`src/rtl/ps2_key_decoder.sv`:
```
// ----------------------------------------------------------------------------
// ps2_key_decoder
//
// Receives PS/2 keyboard frames (start, 8 data bits LSB first, odd parity,
// stop) and turns make codes for the hex keys 0-9 / A-F into a 4-bit
// character address for the downstream VGA/LPF controller. The break (F0)
// and extended (E0) prefixes suppress the byte that follows them.
//
// Ports:
//   clock      in   system clock, sole clock domain
//   reset      in   asynchronous active-high reset
//   ps2_clk    in   raw PS/2 clock from the connector (asynchronous)
//   ps2_data   in   raw PS/2 data from the connector (asynchronous)
//   clear_key  in   level acknowledge from downstream; clears temp_key
//   char_addr  out  hex value of the last accepted key (held between keys)
//   temp_key   out  sticky "new key available" flag
//   key_code   out  last correctly framed scan byte, raw
//   frame_err  out  one-cycle pulse on start/parity/stop/timeout error
//
// Latency: a key lands on temp_key/char_addr on the 4th rising clock edge
// after the stop-bit falling edge at the pin (2 sync edges, 1 receiver edge,
// 1 decode edge).
// ----------------------------------------------------------------------------
module ps2_key_decoder #(
    parameter int TIMEOUT_CYCLES = 5000,
    parameter int SYNC_STAGES    = 2
) (
    input  logic       clock,
    input  logic       reset,
    input  logic       ps2_clk,
    input  logic       ps2_data,
    input  logic       clear_key,
    output logic [3:0] char_addr,
    output logic       temp_key,
    output logic [7:0] key_code,
    output logic       frame_err
);

    localparam int CNT_W = $clog2(TIMEOUT_CYCLES + 1);

    typedef enum logic [1:0] {
        ST_IDLE   = 2'd0,
        ST_DATA   = 2'd1,
        ST_PARITY = 2'd2,
        ST_STOP   = 2'd3
    } rx_state_e;

    // Returns {hit, hex value} for a make code; hit=0 for unmapped bytes.
    function automatic logic [4:0] map_key(input logic [7:0] code);
        case (code)
            8'h45:   map_key = {1'b1, 4'h0};
            8'h16:   map_key = {1'b1, 4'h1};
            8'h1E:   map_key = {1'b1, 4'h2};
            8'h26:   map_key = {1'b1, 4'h3};
            8'h25:   map_key = {1'b1, 4'h4};
            8'h2E:   map_key = {1'b1, 4'h5};
            8'h36:   map_key = {1'b1, 4'h6};
            8'h3D:   map_key = {1'b1, 4'h7};
            8'h3E:   map_key = {1'b1, 4'h8};
            8'h46:   map_key = {1'b1, 4'h9};
            8'h1C:   map_key = {1'b1, 4'hA};
            8'h32:   map_key = {1'b1, 4'hB};
            8'h21:   map_key = {1'b1, 4'hC};
            8'h23:   map_key = {1'b1, 4'hD};
            8'h24:   map_key = {1'b1, 4'hE};
            8'h2B:   map_key = {1'b1, 4'hF};
            default: map_key = {1'b0, 4'h0};
        endcase
    endfunction

    // Odd parity over data plus parity bit: true when the frame is consistent.
    function automatic logic odd_parity_ok(input logic [7:0] data, input logic par);
        odd_parity_ok = ^{data, par};
    endfunction

    // ------------------------------------------------------------------
    // Input synchronisers and falling-edge detect
    // ------------------------------------------------------------------
    logic [SYNC_STAGES-1:0] clk_sync_q;
    logic [SYNC_STAGES-1:0] data_sync_q;
    logic                   clk_prev_q;
    logic                   fall_s;
    logic                   bit_s;

    // Synchronise ps2_clk/ps2_data; idle bus level is 1.
    always_ff @(posedge clock or posedge reset) begin
        if (reset) begin
            clk_sync_q  <= {SYNC_STAGES{1'b1}};
            data_sync_q <= {SYNC_STAGES{1'b1}};
            clk_prev_q  <= 1'b1;
        end else begin
            clk_sync_q  <= {clk_sync_q[SYNC_STAGES-2:0], ps2_clk};
            data_sync_q <= {data_sync_q[SYNC_STAGES-2:0], ps2_data};
            clk_prev_q  <= clk_sync_q[SYNC_STAGES-1];
        end
    end

    assign fall_s = clk_prev_q & ~clk_sync_q[SYNC_STAGES-1];
    assign bit_s  = data_sync_q[SYNC_STAGES-1];

    // ------------------------------------------------------------------
    // Receiver FSM
    // ------------------------------------------------------------------
    rx_state_e        state_q, state_d;
    logic [7:0]       shift_q, shift_d;
    logic [2:0]       bitcnt_q, bitcnt_d;
    logic             parity_q, parity_d;
    logic [CNT_W-1:0] cnt_q, cnt_d;
    logic             byte_valid_q, byte_valid_d;
    logic             frame_err_q, frame_err_d;
    logic             timeout_s;

    // A fall in the same cycle takes priority, since it restarts the count.
    assign timeout_s = (state_q != ST_IDLE) && !fall_s &&
                       (cnt_q == CNT_W'(TIMEOUT_CYCLES));

    // Receiver state register.
    always_ff @(posedge clock or posedge reset) begin
        if (reset) begin
            state_q <= ST_IDLE;
        end else begin
            state_q <= state_d;
        end
    end

    // Receiver next-state logic: one bit consumed per ps2_clk fall.
    always_comb begin
        state_d = state_q;
        if (timeout_s) begin
            state_d = ST_IDLE;
        end else if (fall_s) begin
            case (state_q)
                ST_IDLE:   state_d = bit_s ? ST_IDLE : ST_DATA;
                ST_DATA:   state_d = (bitcnt_q == 3'd7) ? ST_PARITY : ST_DATA;
                ST_PARITY: state_d = ST_STOP;
                ST_STOP:   state_d = ST_IDLE;
                default:   state_d = ST_IDLE;
            endcase
        end else begin
            state_d = state_q;
        end
    end

    // Receiver datapath and strobes derived from the current state.
    always_comb begin
        shift_d      = shift_q;
        bitcnt_d     = bitcnt_q;
        parity_d     = parity_q;
        byte_valid_d = 1'b0;
        frame_err_d  = 1'b0;
        cnt_d        = cnt_q;

        if (fall_s) begin
            cnt_d = {CNT_W{1'b0}};
        end else if ((state_q != ST_IDLE) && !timeout_s) begin
            cnt_d = cnt_q + CNT_W'(1);
        end else begin
            cnt_d = {CNT_W{1'b0}};
        end

        if (timeout_s) begin
            frame_err_d = 1'b1;
        end else if (fall_s) begin
            case (state_q)
                ST_IDLE: begin
                    // A fall with data high is a bad start bit.
                    if (bit_s) begin
                        frame_err_d = 1'b1;
                    end else begin
                        bitcnt_d = 3'd0;
                    end
                end
                ST_DATA: begin
                    shift_d  = {bit_s, shift_q[7:1]};
                    bitcnt_d = bitcnt_q + 3'd1;
                end
                ST_PARITY: begin
                    parity_d = bit_s;
                end
                ST_STOP: begin
                    if (bit_s && odd_parity_ok(shift_q, parity_q)) begin
                        byte_valid_d = 1'b1;
                    end else begin
                        frame_err_d = 1'b1;
                    end
                end
                default: begin
                    frame_err_d = 1'b0;
                end
            endcase
        end else begin
            frame_err_d = 1'b0;
        end
    end

    // Receiver datapath registers.
    always_ff @(posedge clock or posedge reset) begin
        if (reset) begin
            shift_q      <= 8'h00;
            bitcnt_q     <= 3'd0;
            parity_q     <= 1'b0;
            cnt_q        <= {CNT_W{1'b0}};
            byte_valid_q <= 1'b0;
            frame_err_q  <= 1'b0;
        end else begin
            shift_q      <= shift_d;
            bitcnt_q     <= bitcnt_d;
            parity_q     <= parity_d;
            cnt_q        <= cnt_d;
            byte_valid_q <= byte_valid_d;
            frame_err_q  <= frame_err_d;
        end
    end

    // ------------------------------------------------------------------
    // Decode layer: prefixes, key mapping and the temp_key handshake
    // ------------------------------------------------------------------
    logic       ext_q, ext_d;
    logic       brk_q, brk_d;
    logic [7:0] key_code_q, key_code_d;
    logic [3:0] char_addr_q, char_addr_d;
    logic       temp_key_q, temp_key_d;
    logic [4:0] map_s;

    // shift_q is stable while byte_valid_q is high (STOP does not shift).
    assign map_s = map_key(shift_q);

    // Decode next-state; a new key overrides a simultaneous clear_key.
    always_comb begin
        ext_d       = ext_q;
        brk_d       = brk_q;
        key_code_d  = key_code_q;
        char_addr_d = char_addr_q;
        temp_key_d  = clear_key ? 1'b0 : temp_key_q;

        if (byte_valid_q) begin
            key_code_d = shift_q;
            if (shift_q == 8'hE0) begin
                ext_d = 1'b1;
            end else if (shift_q == 8'hF0) begin
                brk_d = 1'b1;
            end else if (brk_q || ext_q) begin
                ext_d = 1'b0;
                brk_d = 1'b0;
            end else if (map_s[4]) begin
                char_addr_d = map_s[3:0];
                temp_key_d  = 1'b1;
            end else begin
                char_addr_d = char_addr_q;
            end
        end else begin
            key_code_d = key_code_q;
        end
    end

    // Decode registers.
    always_ff @(posedge clock or posedge reset) begin
        if (reset) begin
            ext_q       <= 1'b0;
            brk_q       <= 1'b0;
            key_code_q  <= 8'h00;
            char_addr_q <= 4'h0;
            temp_key_q  <= 1'b0;
        end else begin
            ext_q       <= ext_d;
            brk_q       <= brk_d;
            key_code_q  <= key_code_d;
            char_addr_q <= char_addr_d;
            temp_key_q  <= temp_key_d;
        end
    end

    assign char_addr = char_addr_q;
    assign temp_key  = temp_key_q;
    assign key_code  = key_code_q;
    assign frame_err = frame_err_q;

endmodule

```
`config.mk`:
```
export PLATFORM = sky130hd
export DESIGN_NAME = ps2_key_decoder
export DESIGN_NICKNAME = d
export VERILOG_FILES = /design/src/rtl/ps2_key_decoder.sv
export SDC_FILE = /design/constraint.sdc
export NUM_CORES = 1
export LEC_CHECK = 0
export ABC_CLOCK_PERIOD_IN_PS = 3100
export CORE_ASPECT_RATIO = 0.7
export CORE_UTILIZATION = 45
export CTS_CLUSTER_SIZE = 20
export DETAILED_ROUTE_END_ITERATION = 10
export PLACE_DENSITY_LB_ADDON = 0.05
export SYNTH_ARGS = -nofsm -noshare
export SYNTH_HDL_FRONTEND = slang
export SYNTH_SLANG_ARGS = --single-unit
```
`constraint.sdc`:
```
create_clock -name clock -period 3.1 [get_ports clock]
set_clock_uncertainty 0.05 [all_clocks]
set_input_delay 0.62 -clock clock [delete_from_list [all_inputs] [get_ports clock]]
set_output_delay 0.62 -clock clock [all_outputs]
set_load 0.05 [all_outputs]
```
Yosys cells after proc, flatten, opt, wreduce, memory -nomap -nowiden
Index checks and enable logic that the tools add are counted.

Bits in registers: 49. Input port bits: 5. Output and inout bits: 14. Logic and storage cells: 97.

Add/sub/neg operators: 2. Equality and inequality tests: 25. Muxes and demuxes: 29. Bitwise operators: 6. Reductions and logical operators: 20.

Operators by type and width (count): == test 8 x 6 -> 1 bit (second input constant) (11); case mux 5 bit (16 select lines) (1); 2-to-1 mux 13 bit (2); == test 8 x 5 -> 1 bit (second input constant) (3); 2-to-1 mux 1 bit (19); == test 8 x 7 -> 1 bit (second input constant) (2); == test 8 bit (second input constant) (2); adder 13 x 1 -> 13 bit (second input constant) (1); == test 13 bit (second input constant) (1); AND reduction 3 bit (4); nonzero test 2 bit (5); parity 9 bit (1); case mux 2 bit (4 select lines) (1); 2-to-1 mux 2 bit (3); case mux 3 bit (2 select lines) (1); NOT 1 bit (5); AND reduction 5 bit (1); == test 2 bit (second input constant) (2); logical AND 1 bit (4); inequality test 2 bit (second input constant) (2); AND reduction 4 bit (1); adder 3 x 1 -> 3 bit (second input constant) (1); == test 3 bit (second input constant) (1); 2-to-1 mux 3 bit (1); other kinds (6) (7).

Longest topological paths before layout
Depth in word-level cells: 9. Depth in mapped cells: 7. Mapped depth without buffers: 6.

Worst setup path before layout
No wires, ideal clock.

Path type: register to register. Start point: register shift_q[4]. End point: register char_addr_q[0], in the netlist char_addr[0]. Library setup time: 0.125 ns. Arrival time: 1.776 ns. Required time: 2.925 ns. Path slack: 1.149 ns. Stages on the path, launching flop included: 7. Buffers on the path: 1. Clock period less this slack: 1.951 ns. Path through: dfrtp_1 buf_6 or4b_1 o22ai_2 o2111ai_1 o211ai_2 mux2_4.

Longest elaborated chain between the ends: 3. Elaborated cells on any way between the ends: 22. Those cells by class: eq/ne: 18; mux: 1; bitwise: 2; reduce/logical: 1.

RTL lines: from (decl) (RTL line 105) `logic [7:0] shift_q, shift_d;`; from (signal assigned) (RTL line 206) `shift_q <= shift_d;`; == test 8 x 6 -> 1 bit (tied with other cells) (RTL line 50) `case (code)`; case mux 5 bit (16 select lines) / NOT 1 bit (equally long branches); AND reduction 5 bit (no line); to (signal assigned) (RTL line 268) `char_addr_q <= char_addr_d;`; to (decl) (RTL line 221) `logic [3:0] char_addr_q, char_addr_d;`.

Parallel ways exist; a longest one is shown, timed or not. A chain may end at the register's enable or synchronous reset.

Worst setup path after layout
Start point: register shift_q[4]. End point: register char_addr_q[2], in the netlist char_addr[2].

Same word-level chain as after synthesis.

==> summary.md <==
| Metric | Value |
|---|---|
| Total grt overflow | `0` |
| Final GP Congestion | `0.805` |
| Status | `complete, no violations` |
| Fin. Hold Viols | `0` |
| All-Layer GR Usage | `0.182` |
| Worst path required time | `3.24 ns` |
| Htree depth | `2` |
| LEAKAGE | `1.28 nW` |
| Flop pwr share | `0.455` |
| Clk_lat worst skew | `0.31 ns` |
| Core area | `5420 um2` |
| Post-CTS sizing | `0` |
| Unique masters post-synth | `52` |
| Synth cell count leaders | `dfrtp_1, nor2_1, mux2_2, nand2_1, xnor2_1` |
| Least-Margin Pin Slew | `0.601 ns` |
| Hold Startpoint | `clk_sync_q[0]` |
| Fill cells | `487` |
| Area share of the largest cell type after synthesis | `0.421` |
| Final setup violating endpoints | `0` |
| Largest net degree at the start of global routing | `50` |
| Multi-input logic area | `1290 um2` |
| Power Density | `678 nW/um2` |
| Via-to-Cell Ratio | `5.53` |
| RSZ-0062 raised after global routing | `false` |
| Pre-Repair DR Iteration Count | `4` |
| Fin area | `2970 um2` |
| FFs w/ async S/R, synth | `1.00` |
| Iter 0 DRT Violations | `129` |
| Die H | `65.8 um` |
| Hold Path Class | `reg -> reg` |
| Fmax | `439 MHz` |
| Worst Setup SP | `shift_q[4]` |
| Max Slew Vio Count | `0` |
| Final #Nets | `271` |
| Top cells by area, synth | `dfrtp_1, mux2_2, dfstp_2` |
| Worst vdd ir | `307 uV` |
| Post-route insts no fill | `331` |
| Clock Power Share | `0.272` |
| Postcts setup bufs | `0` |
| Row count | `22` |
| Clock-pin slew on the worst setup and hold paths | `0.10 ns` |
| Clk buf depth | `2` |
| Synth area leader | `dfrtp_1` |
| Synthesized flop and latch total | `49` |
| Primary FF master, synth | `dfrtp_1` |
| Sw frac | `0.343` |
| DP HPWL | `3.29 mm` |
| Seq. cell area | `1230 um2` |
| Antenna violations before repair | `0` |
| Diodes inserted | `0` |
| Worst Path Class, Setup | `reg -> reg` |
| Worst slew margin | `0.600` |
| Total CTS buffers | `5` |
| Area grow syn2layout | `13.8%` |
| WL/cell | `14.9 um` |
| CTS tree | `yes` |
| Vias in the first global route | `1769` |
| Sw Pwr | `0.000692 W` |
| Share of cells above drive strength 1 | `0.166` |
| Root Driver | `clkbuf_8` |
| Mean area per synthesized cell | `10.7 um2` |
| Hold_buf cts | `0` |
| Count leader, synth | `dfrtp_1` |
| Min Clock Period, post-route | `2.28 ns` |
| Placed insts | `323` |
| Detailed-route via count | `1831` |
| Drt drc | `0` |
| Crit-path max FO | `18` |
| Kind of end point of the critical path | `register` |
| Post-synth EDFFs | `0` |
| Yosys warns | `0` |
| CTS sink count | `49` |
| Pint | `0.00132 W` |
| Setup tns final | `0 ns` |
| Seq/Total Area, Yosys | `0.472` |
| Port buffer count | `18` |
| Syn nets | `257` |
| Critical Path Source Type | `register` |
| Combinational share of power | `0.272` |
| Placed cell area | `2840 um2` |
| Final wirelength | `4.93 mm` |
| Antenna-violating nets left | `0` |
| Worst flop-to-flop path startpoint | `shift_q[4]` |
| Mapped cell area | `2610 um2` |
| Signal arrival time at the worst endpoint | `2.42 ns` |
| Syn Inst Count | `244` |
| Initial Util | `0.482` |
| I/O pin count | `19` |
| Max Cap Viol | `0` |
| First-pass GRT wire length | `8.59 mm` |
| Tot Pwr | `0.00202 W` |
| Die ar. | `6120 um2` |
| Final worst path period share | `0.735` |
| Die X | `93.1 um` |
## state kept, by name (all words and copies together), names as in the netlist, 2 cells and up
register     cells
state_q          2
data_sync_q      2
cnt_q           13
char_addr        4
key_code         8
bitcnt_q         3
shift_q          8
clk_sync_q       2
## power groups by stage
stage / logic, W / registers [W] / clock network (W)
3_5_place_dp: 0.000549 / 0.000926 / 0
2_1_floorplan: 0.000585 / 0.000786 / 0
4_1_cts: 0.000552 / 0.000914 / 0.000567
3_3_place_gp: 0.000551 / 0.000923 / 0
6_report: 0.000549 / 0.000918 / 0.000549
5_1_grt: 0.000617 / 0.000941 / 0.000594
## kinds of logic (layout without fill, tap and decap cells)
kind of cell	after synthesis	count (layout)	synth area share
AND/OR/NAND/NOR	86	86	0.182
flip-flops	49	49	0.472
AO/OA/AOI/OAI	40	40	0.110
multiplexers	21	21	0.0943
buffers and inverters	21	36	0.0354
XOR/XNOR	19	19	0.0690
adder cells (fa/ha/maj)	8	8	0.0383
## layout by cell type, fill, tap and decap left out, types with 4 or more instances in the layout
master / netlist / layout
a21o_1: 4 / 4
a21oi_1: 7 / 7
and3_1: 4 / 4
clkbuf_8: 0 / 5
clkdlybuf4s50_1: 0 / 18
dfrtp_1: 44 / 44
dfstp_2: 5 / 5
ha_1: 8 / 8
inv_1: 8 / 7
mux2_2: 17 / 17
nand2_1: 14 / 14
nand2b_1: 6 / 6
nand3_1: 9 / 9
nor2_1: 21 / 21
nor2b_1: 7 / 7
nor3_1: 6 / 6
o211ai_1: 5 / 5
o21ai_0: 6 / 6
xnor2_1: 10 / 10
xor2_1: 8 / 8
## metal layers
metal  GRT usage  up-vias  wire (um)
li1            -      893          -
met1       0.278      888       2700
met2       0.250       48       1990
met3      0.0440        2        218
met4      0.0558        0         20
met5           0        -          0
## cell type report
class | count | share of cell area
multi-input combinational | 174 | 0.433
sequential | 49 | 0.415
clock buffer | 5 | 0.0231
clock inverter | 3 | 0.0231
tap | 72 | 0.0303
timing repair buffer | 20 | 0.0657
inverter | 8 | 0.0101
## per-stage QoR
stage	setup WS (ns)	hold WS, ns	util
floorplan	1.15	0.295	-
global placement	0.880	0.296	0.523
detailed placement	0.839	0.298	0.523
CTS	0.817	0.313	0.548
global route	0.679	0.316	0.548
finish	0.821	0.313	0.548
## path summary, 6_finish.rpt
path / endpoint / slack, ns / cells past startpoint
max: char_addr[2] / 0.82 / 5
min: clk_sync_q[1] / 0.31 / 0
max reg2reg: char_addr[2] / 0.82 / 5
min reg2reg: clk_sync_q[1] / 0.31 / 0
max in group asynchronous: char_addr[2] / 1.85 / 3
min in group asynchronous: bitcnt_q[1] / 0.73 / 3
## critical path, stage by stage, from the launching register on
cell	delay, ns
dfrtp_1	0.71
or4b_1	0.50
o22ai_2	0.19
a32oi_1	0.09
o211ai_2	0.30
mux2_4	0.33
Power figures use the tool's default switching activity.
